===== src/rtl/fc_stream_if.sv =====
// Handshake and configuration bundle for fc_stream.
// The design side uses the slave modport; the driving environment uses master.
interface fc_stream_if #(
    parameter int DW       = 16,
    parameter int IN_SIZE  = 3,
    parameter int OUT_SIZE = 2
);
    localparam int NW = IN_SIZE * OUT_SIZE;
    localparam int AW = (NW > 1) ? $clog2(NW) : 1;

    logic                     cfg_we;
    logic                     cfg_sel;
    logic [AW-1:0]            cfg_addr;
    logic [DW-1:0]            cfg_data;
    logic                     cfg_ready;

    logic                     in_valid;
    logic                     in_ready;
    logic [IN_SIZE*DW-1:0]    in_data;

    logic                     out_valid;
    logic                     out_ready;
    logic [OUT_SIZE*DW-1:0]   out_data;

    modport master (
        output cfg_we, cfg_sel, cfg_addr, cfg_data,
        output in_valid, in_data,
        output out_ready,
        input  cfg_ready, in_ready, out_valid, out_data
    );

    modport slave (
        input  cfg_we, cfg_sel, cfg_addr, cfg_data,
        input  in_valid, in_data,
        input  out_ready,
        output cfg_ready, in_ready, out_valid, out_data
    );
endinterface


===== src/rtl/fc_stream.sv =====
// Streaming fully-connected layer: one input feature per cycle is MACed into every neuron.
// Define FC_STREAM_RELU_EN to clamp negative results to zero in the bias stage.
module fc_stream #(
    parameter int DW       = 16,
    parameter int IN_SIZE  = 3,
    parameter int OUT_SIZE = 2,
    parameter int FRAC     = 0
) (
    input  logic       clk,
    input  logic       rst,
    input  logic       en,
    output logic       busy,
    fc_stream_if.slave bus
);
    localparam int NW    = IN_SIZE * OUT_SIZE;
    localparam int AW    = (NW > 1) ? $clog2(NW) : 1;
    localparam int KW    = (IN_SIZE > 1) ? $clog2(IN_SIZE) : 1;
    localparam int ACC_W = 2 * DW + $clog2(IN_SIZE);
    // One extra bit so the shifted bias can be added without wrapping.
    localparam int SUM_W = ACC_W + 1;

    localparam logic signed [SUM_W-1:0] SAT_MAX = {{(SUM_W-DW+1){1'b0}}, {(DW-1){1'b1}}};
    localparam logic signed [SUM_W-1:0] SAT_MIN = {{(SUM_W-DW+1){1'b1}}, {(DW-1){1'b0}}};
    localparam logic [KW-1:0]           K_LAST  = KW'(IN_SIZE - 1);

    typedef enum logic [1:0] {IDLE, MAC, BIAS, HOLD} state_t;

    state_t state, state_nxt;

    logic signed [DW-1:0]    w_mem   [NW];
    logic signed [DW-1:0]    b_mem   [OUT_SIZE];
    logic signed [DW-1:0]    x_p0    [IN_SIZE];
    logic [KW-1:0]           k_p0;
    logic signed [ACC_W-1:0] acc_p1  [OUT_SIZE];
    logic signed [DW-1:0]    res_p2  [OUT_SIZE];

    logic signed [DW-1:0]    x_sel;
    logic signed [DW-1:0]    w_sel   [OUT_SIZE];
    logic signed [2*DW-1:0]  prod    [OUT_SIZE];
    logic signed [SUM_W-1:0] sum_b   [OUT_SIZE];
    logic signed [DW-1:0]    res_nxt [OUT_SIZE];
    logic [OUT_SIZE*DW-1:0]  out_flat;
    logic                    cfg_fire;

    function automatic logic signed [DW-1:0] sat_dw(input logic signed [SUM_W-1:0] v);
        if (v > SAT_MAX)
            return {1'b0, {(DW-1){1'b1}}};
        else if (v < SAT_MIN)
            return {1'b1, {(DW-1){1'b0}}};
        else
            return v[DW-1:0];
    endfunction

    function automatic logic signed [DW-1:0] relu(input logic signed [DW-1:0] v);
`ifdef FC_STREAM_RELU_EN
        return v[DW-1] ? '0 : v;
`else
        return v;
`endif
    endfunction

    assign bus.in_ready  = (state == IDLE);
    assign bus.cfg_ready = (state == IDLE);
    assign bus.out_valid = (state == HOLD);
    assign busy          = (state != IDLE);
    assign cfg_fire      = bus.cfg_we & bus.cfg_ready & en;

    always_comb begin
        out_flat = '0;
        for (int j = 0; j < OUT_SIZE; j++)
            out_flat[j*DW +: DW] = res_p2[j];
    end
    assign bus.out_data = out_flat;

    always_comb begin
        state_nxt = state;
        if (en) begin
            case (state)
                IDLE:    if (bus.in_valid) state_nxt = MAC;
                MAC:     if (k_p0 == K_LAST) state_nxt = BIAS;
                BIAS:    state_nxt = HOLD;
                HOLD:    if (bus.out_ready) state_nxt = IDLE;
                default: state_nxt = IDLE;
            endcase
        end
    end

    always_ff @(posedge clk) begin
        if (rst)
            state <= IDLE;
        else
            state <= state_nxt;
    end

    // Out-of-range addresses match no slot, so they fall through without effect.
    always_ff @(posedge clk) begin
        if (rst) begin
            for (int n = 0; n < NW; n++)       w_mem[n] <= '0;
            for (int j = 0; j < OUT_SIZE; j++) b_mem[j] <= '0;
        end else if (cfg_fire) begin
            for (int n = 0; n < NW; n++)
                if (!bus.cfg_sel && bus.cfg_addr == AW'(n))
                    w_mem[n] <= bus.cfg_data;
            for (int j = 0; j < OUT_SIZE; j++)
                if (bus.cfg_sel && bus.cfg_addr == AW'(j))
                    b_mem[j] <= bus.cfg_data;
        end
    end

    // Stage p0 -> p1: pick feature k and its weight row, form all neuron products.
    always_comb begin
        x_sel = '0;
        for (int j = 0; j < OUT_SIZE; j++) w_sel[j] = '0;
        for (int i = 0; i < IN_SIZE; i++) begin
            if (k_p0 == KW'(i)) begin
                x_sel = x_p0[i];
                for (int j = 0; j < OUT_SIZE; j++)
                    w_sel[j] = w_mem[i*OUT_SIZE + j];
            end
        end
        for (int j = 0; j < OUT_SIZE; j++)
            prod[j] = (2*DW)'(x_sel) * (2*DW)'(w_sel[j]);
    end

    // Stage p1 -> p2: add the aligned bias, rescale, saturate, optional ReLU.
    always_comb begin
        for (int j = 0; j < OUT_SIZE; j++) begin
            sum_b[j]   = SUM_W'(acc_p1[j]) + (SUM_W'(b_mem[j]) <<< FRAC);
            res_nxt[j] = relu(sat_dw(sum_b[j] >>> FRAC));
        end
    end

    always_ff @(posedge clk) begin
        if (en && state == IDLE && bus.in_valid)
            for (int i = 0; i < IN_SIZE; i++)
                x_p0[i] <= bus.in_data[i*DW +: DW];
    end

    always_ff @(posedge clk) begin
        if (rst) begin
            k_p0 <= '0;
            for (int j = 0; j < OUT_SIZE; j++) begin
                acc_p1[j] <= '0;
                res_p2[j] <= '0;
            end
        end else if (en) begin
            case (state)
                IDLE: begin
                    if (bus.in_valid) begin
                        k_p0 <= '0;
                        for (int j = 0; j < OUT_SIZE; j++) acc_p1[j] <= '0;
                    end
                end
                MAC: begin
                    for (int j = 0; j < OUT_SIZE; j++)
                        acc_p1[j] <= acc_p1[j] + ACC_W'(prod[j]);
                    k_p0 <= (k_p0 == K_LAST) ? '0 : k_p0 + KW'(1);
                end
                BIAS: begin
                    for (int j = 0; j < OUT_SIZE; j++) res_p2[j] <= res_nxt[j];
                end
                default: ;
            endcase
        end
    end
endmodule


===== src/flat_wrapper.sv =====
// flat-port wrapper written by rule: the top's interface ports become plain ports
module fc_stream_flat 
#(
    parameter int DW       = 16,
    parameter int IN_SIZE  = 3,
    parameter int OUT_SIZE = 2,
    parameter int FRAC     = 0
)
  (clk, rst, en, busy, bus_cfg_we, bus_cfg_sel, bus_cfg_addr, bus_cfg_data, bus_in_valid, bus_in_data, bus_out_ready, bus_cfg_ready, bus_in_ready, bus_out_valid, bus_out_data);
  fc_stream_if #(.DW(DW), .IN_SIZE(IN_SIZE), .OUT_SIZE(OUT_SIZE)) bus_i ();
  input  logic clk;
  input  logic rst;
  input  logic en;
  output logic busy;
  input wire logic [$bits(bus_i.cfg_we)-1:0] bus_cfg_we;
  input wire logic [$bits(bus_i.cfg_sel)-1:0] bus_cfg_sel;
  input wire logic [$bits(bus_i.cfg_addr)-1:0] bus_cfg_addr;
  input wire logic [$bits(bus_i.cfg_data)-1:0] bus_cfg_data;
  input wire logic [$bits(bus_i.in_valid)-1:0] bus_in_valid;
  input wire logic [$bits(bus_i.in_data)-1:0] bus_in_data;
  input wire logic [$bits(bus_i.out_ready)-1:0] bus_out_ready;
  output wire logic [$bits(bus_i.cfg_ready)-1:0] bus_cfg_ready;
  output wire logic [$bits(bus_i.in_ready)-1:0] bus_in_ready;
  output wire logic [$bits(bus_i.out_valid)-1:0] bus_out_valid;
  output wire logic [$bits(bus_i.out_data)-1:0] bus_out_data;
  assign bus_i.cfg_we = bus_cfg_we;
  assign bus_i.cfg_sel = bus_cfg_sel;
  assign bus_i.cfg_addr = bus_cfg_addr;
  assign bus_i.cfg_data = bus_cfg_data;
  assign bus_i.in_valid = bus_in_valid;
  assign bus_i.in_data = bus_in_data;
  assign bus_i.out_ready = bus_out_ready;
  assign bus_cfg_ready = bus_i.cfg_ready;
  assign bus_in_ready = bus_i.in_ready;
  assign bus_out_valid = bus_i.out_valid;
  assign bus_out_data = bus_i.out_data;
  fc_stream #(.DW(DW), .IN_SIZE(IN_SIZE), .OUT_SIZE(OUT_SIZE), .FRAC(FRAC)) u_core (.clk(clk), .rst(rst), .en(en), .busy(busy), .bus(bus_i));
endmodule

===== config.mk =====
export PLATFORM = sky130hd
export DESIGN_NAME = fc_stream_flat
export DESIGN_NICKNAME = d
export VERILOG_FILES = /design/src/rtl/fc_stream_if.sv /design/src/rtl/fc_stream.sv /design/src/flat_wrapper.sv
export SDC_FILE = /design/constraint.sdc
export NUM_CORES = 2
export LEC_CHECK = 0
export ABC_AREA = 1
export ABC_CLOCK_PERIOD_IN_PS = 8600
export CAP_MARGIN = 15
export CELL_PAD_IN_SITES_DETAIL_PLACEMENT = 1
export CELL_PAD_IN_SITES_GLOBAL_PLACEMENT = 1
export CORE_MARGIN = 2
export CORE_UTILIZATION = 24
export CTS_CLUSTER_SIZE = 24
export DETAILED_ROUTE_END_ITERATION = 16
export GPL_ROUTABILITY_DRIVEN = 0
export PLACE_DENSITY_LB_ADDON = 0.15
export SLEW_MARGIN = 20
export SYNTH_ARGS = -nofsm -noshare
export SYNTH_HDL_FRONTEND = slang
export SYNTH_SLANG_ARGS = --single-unit
export TNS_END_PERCENT = 100

===== constraint.sdc =====
create_clock -name clk -period 8.6 [get_ports clk]
set_clock_uncertainty 0.15 [all_clocks]
set_input_delay 1.29 -clock clk [delete_from_list [all_inputs] [get_ports clk]]
set_output_delay 1.29 -clock clk [all_outputs]
set_load 0.1 [all_outputs]

; After elaboration in Yosys (flattened, before gate mapping)
; Memory sizes are Yosys's and may differ from the RTL's.
; Index checks and enable logic that the tools add are counted.
[classes]
reduce_logical = 18
n_addsub = 5
n_bitwise = 16
mul = 2
magnitude_cmp = 4
n_eq_ne = 13
mux = 80
[ops]
columns = operator, count
row1 = 2-to-1 mux 16 bit, 17
row2 = 2-to-1 mux 34 bit, 4
row3 = 2-to-1 mux 32 bit, 3
row4 = adder 34 x 16 -> 35 bit, 2
row5 = > comparator 35 x 16 -> 1 bit (second input constant), 2
row6 = < comparator 35 x 16 -> 1 bit (second input constant), 2
row7 = adder 34 x 32 -> 34 bit, 2
row8 = multiplier 16 x 16 -> 32 bit, 2
row9 = 2-to-1 mux 1 bit, 49
row10 = OR 1 bit, 14
row11 = logical AND 1 bit, 10
row12 = 2-to-1 mux 2 bit, 5
row13 = one-hot mux 2 bit (4 select lines), 1
row14 = equality test 2 bit (second input constant), 3
row15 = equality test 3 x 2 -> 1 bit (second input constant), 2
row16 = equality test 3 bit (second input constant), 2
row17 = equality test 2 x 1 -> 1 bit (second input constant), 2
row18 = zero test 2 bit, 2
row19 = inequality test 2 bit (second input constant), 2
row20 = one-hot mux 2 bit (2 select lines), 1
row21 = AND reduction 4 bit, 1
row22 = nonzero test 2 bit, 2
row23 = equality test 3 x 1 -> 1 bit (second input constant), 1
row24 = zero test 3 bit, 1
row25 = 5 further kinds, 6
[totals]
ram_bits = 276
regBits = 4
out_inout_bits = 36
mem_count = 5
elab_cells = 145
[mem_list]
columns = memory, words, word_bits, read_ports, rd_ports_with_merged_regs, wr, line_no
row1 = u_core.w_mem, 6, 16, 6, 0, 6, fc_stream.sv:30  ; logic signed [DW-1:0] w_mem [NW];
row2 = u_core.acc_p1, 2, 34, 2, 0, 2, fc_stream.sv:34  ; logic signed [ACC_W-1:0] acc_p1 [OUT_SIZE];
row3 = u_core.x_p0, 3, 16, 3, 0, 3, fc_stream.sv:32  ; logic signed [DW-1:0] x_p0 [IN_SIZE];
row4 = u_core.b_mem, 2, 16, 2, 0, 2, fc_stream.sv:31  ; logic signed [DW-1:0] b_mem [OUT_SIZE];
row5 = u_core.res_p2, 2, 16, 2, 0, 2, fc_stream.sv:35  ; logic signed [DW-1:0] res_p2 [OUT_SIZE];

; Longest topological paths before layout
[depth]
ltp_word = 7
mapped_depth = 35
depth_no_buf = 33

; Worst setup path after synthesis
; OpenSTA, ideal clock, no wires.
[synth_timing]
kind = reg2reg
from = register u_core.k_p0[0]
to = memory u_core.acc_p1[0][32] (netlist bit) (data pin)
slack_ps = 1655
setup_time_ps = 255
t_arrival_ps = 6540
required_time_ps = 8195
stages_incl_launch_ff = 27
path_cell_list = dfxtp_1 > buf_2 > nor2_1 > buf_2 > buf_2 > a221oi_2 > inv_1 > nor2_1 > fa_1 > fa_1 > inv_1 > fa_1 > inv_1 > fa_1 > fa_1 > inv_1 > fa_1 > inv_1 > ha_1 > a21oi_1 > nor2_1 > o21ai_0 > nand2_1 > a221oi_1 > nand3_1 > nand2_1 > nor2_1
[synth_lines]
columns = item, line_no
row1 = start: declaration, fc_stream.sv:33  ; logic [KW-1:0] k_p0;
row2 = start signal: assignment, fc_stream.sv:157  ; k_p0 <= (k_p0 == K_LAST) ? '0 : k_p0 + KW'(1);
row3 = end: declaration, fc_stream.sv:34

==> metrics.yaml <==
rsz0062_at_grt: "false"
max-clock-path-buffers: 3
number_of_setup_violations_in_the_final_report: 0
synth_edf_count: 276
xor_and_xnor_area_share_after_synthesis_pct: 1.12
max_slew_margin_pct: 26.2
antenna_violating_nets_post_route: 0
drive_above_1_share_pct: 5.58
post_drt_wl_per_cell_um: 20.4
mappedNetlistArea_mm2: 0.0391
maxClockFrequency_mhz: 123
timing.hold.worst_endpoint: "u_core.k_p0[0]"
hold_path_startpoint: "u_core.k_p0[0]"
die_area_mm2: 0.166
tightest_hold_check_type: "flop to flop"
data_required_critical_path_ns: 8.85
async_reset_ff_share_pct: 0
cts_num_sinks: 280
drt-initial-drc-count: 1274
mostFrequentLayoutCell: "sky130_fd_sc_hd__inv_1"
most-common-layout-cells: "sky130_fd_sc_hd__inv_1, sky130_fd_sc_hd__nand2_1, sky130_fd_sc_hd__fa_1"
mean_instance_size_in_the_synthesized_netlist_um2: 8.31
fin_setup_tns_ns: 0
dr.pass1.iters: 5
layout_min_cycle_time_ns: 8.15
start_util_pct: 24.1
h_tree_depth_reported_by_cts: 2
path_class: "flop to flop"
synth-adder-area-share_pct: 40.2
utilization_pct: 27.6
dominant_combinational_cell_family_by_area_after_synthesis: "adder cells"
worstSkewPairLatency_ns: 0.64
post_cts_resized: 0
synth_top_flop_cell: "sky130_fd_sc_hd__edfxtp_1"
multiplexer_area_fraction_after_synthesis_pct: 0
clk_pin_slew_worst_paths_ns: 0.07
detail_route.vias_per_cell: 4.32
grt_pass1_vias: 33800
hold-path-cell-count: 2
timing_max_transition_violations_final: 0
tritoncts_clock_tree: "done"
drt-met1-wl_um: 70100
synth.distinct_cells: 53
clock_tree.root_cell: "sky130_fd_sc_hd__clkbuf_16"
maxCapViolCount: 0
drc_errors: 0
worst-r2r-setup-slack_ns: 0.45
postCtsHoldBufs: 0
dr_total_vias: 30500
synth-seq-area-share_pct: 21.4
worst_reg2reg_path_length_in_cells: 21
cts_setup_buffers: 0
finalNetCount: 5809
placement.io_buffers: 109
antenna_violations_before_repair: 6
floorplan.io_pins: 110
die_y_um: 407
rr_startpoint: "u_core.k_p0[1]"
gr_util_all_layers_pct: 17.6
top_layer_used: "met4"
finalHoldViolCount: 0
yosysWarnings: 0
syn-instance-count: 4700
hpwl_um: 122000
critPathMaxFanout: 26
grt_first_pass_wirelength_um: 220000
synth_simple_gate_area_share_pct: 18.8
worst_ep_arrival_time_ns: 8.40
fillers: 19300
grt_max_degree: 53
area.growth.synth_to_final_pct: 14.6
syn-num-nets: 5662
wl_met2_um: 66700
core_mm2: 0.162
worstSetupEndpointType: "flop"
finalCritPeriodShare_pct: 94.8
ys_ff_latch: 280
crit_path_start_kind: "flop"
grt_remaining_overflow: 0
hold_slack_ns: 0.377
synth-compound-area-share_pct: 6.12
detail_route.wirelength_um: 144000
outcome: "finished clean"
fp.dieW_um: 407
timing_worst_slew_pin_value_ns: 1.10
routed_met3_length_um: 3760
worst_r2r_endpoint: "u_core.acc_p1[0][32]"
core.rowCount: 148
tritoncts.num_buffers: 40
[cells by family after synthesis]
logic type	after synthesis
AND/OR/NAND/NOR	1809
XOR/XNOR	50
flip-flops	280
buffers and inverters	1270
adder cells (fa/ha/maj)	888
AO/OA/AOI/OAI	403
[final cells by class]
| type | instances | area [um^2] | area share (%) |
|---|---|---|---|
| diodes | 1 | 2.50 | 0.00559 |
| clock buffers | 45 | 1020 | 2.28 |
| clock inverters | 25 | 358 | 0.799 |
| inverters | 1161 | 4360 | 9.73 |
| multi-input cells | 3150 | 26100 | 58.2 |
| flip-flops and latches | 280 | 8370 | 18.7 |
| well taps | 2175 | 2720 | 6.08 |
| repair buffers | 214 | 1890 | 4.22 |
[flip-flops by register name (all words and copies together), names as in the netlist]
name           cells
u_core.w_mem      96
u_core.acc_p1     68
u_core.x_p0       48
u_core.b_mem      32
u_core.res_p2     32
u_core.k_p0        2
u_core.state       2
[through the flow]
stage / instance area [um^2] / setup slack, ns / instances
2_1_floorplan: 39100 / 1.65 / 4700
3_3_place_gp: 43400 / 0.412 / 6980
3_5_place_dp: 43400 / 0.368 / 6980
4_1_cts: 44800 / 0.388 / 7050
5_1_grt: 44800 / 0.0684 / 7050
6_report: 44800 / 0.449 / 7051
[Yosys cell counts (31+ instances only)]
master                        n  area, um^2
sky130_fd_sc_hd__a21oi_1    200        1000
sky130_fd_sc_hd__clkbuf_1    81         304
sky130_fd_sc_hd__edfxtp_1   276        8290
sky130_fd_sc_hd__fa_1       612       12300
sky130_fd_sc_hd__ha_1       276        3450
sky130_fd_sc_hd__inv_1     1147        4310
sky130_fd_sc_hd__nand2_1   1025        3850
sky130_fd_sc_hd__nand2_2     34         213
sky130_fd_sc_hd__nand3_1    110         551
sky130_fd_sc_hd__nand4_1     35         219
sky130_fd_sc_hd__nor2_1     531        1990
sky130_fd_sc_hd__o21ai_0     74         370
sky130_fd_sc_hd__xor2_1      31         272
[layer usage]
layer,global-route usage [%],vias to the layer above
met3,1.41,116
li1,-,14500
met5,0,-
met4,4.13,0
met2,29.0,354
met1,24.9,15500
[critical path, cell delays in order, from the launching register on]
cell                       delay, ns
sky130_fd_sc_hd__dfxtp_1        0.35
sky130_fd_sc_hd__nor2_4         0.72
sky130_fd_sc_hd__buf_4          0.37
sky130_fd_sc_hd__a221oi_1       0.19
sky130_fd_sc_hd__inv_1          0.35
sky130_fd_sc_hd__nor2_1         0.11
sky130_fd_sc_hd__fa_1           0.69
sky130_fd_sc_hd__fa_1           0.50
sky130_fd_sc_hd__inv_1          0.17
sky130_fd_sc_hd__fa_1           0.66
sky130_fd_sc_hd__inv_1          0.13
sky130_fd_sc_hd__fa_1           0.46
sky130_fd_sc_hd__fa_1           0.49
sky130_fd_sc_hd__inv_1          0.05
sky130_fd_sc_hd__fa_1           0.47
sky130_fd_sc_hd__inv_1          0.04
sky130_fd_sc_hd__ha_1           0.40
sky130_fd_sc_hd__nand2_1        0.15
sky130_fd_sc_hd__nor4_1         0.74
sky130_fd_sc_hd__nand4_1        0.40
sky130_fd_sc_hd__a21oi_1        0.26
sky130_fd_sc_hd__nor2_1         0.06
[how the worst max path moves through the flow]
stage / startpoint / end / cells past startpoint
5_1_grt: u_core.k_p0[1] / u_core.acc_p1[0][32] / 21
3_5_place_dp: u_core.k_p0[1] / u_core.acc_p1[0][32] / 21
3_3_place_gp: u_core.k_p0[1] / u_core.acc_p1[0][32] / 21
2_1_floorplan: u_core.k_p0[0] / u_core.acc_p1[0][32] / 26
4_1_cts: u_core.k_p0[1] / u_core.acc_p1[0][32] / 21
6_report: u_core.k_p0[1] / u_core.acc_p1[0][32] / 21
Power is not shown: default switching activity piles up to over one toggle a cycle in this logic, so the estimate is an artifact.
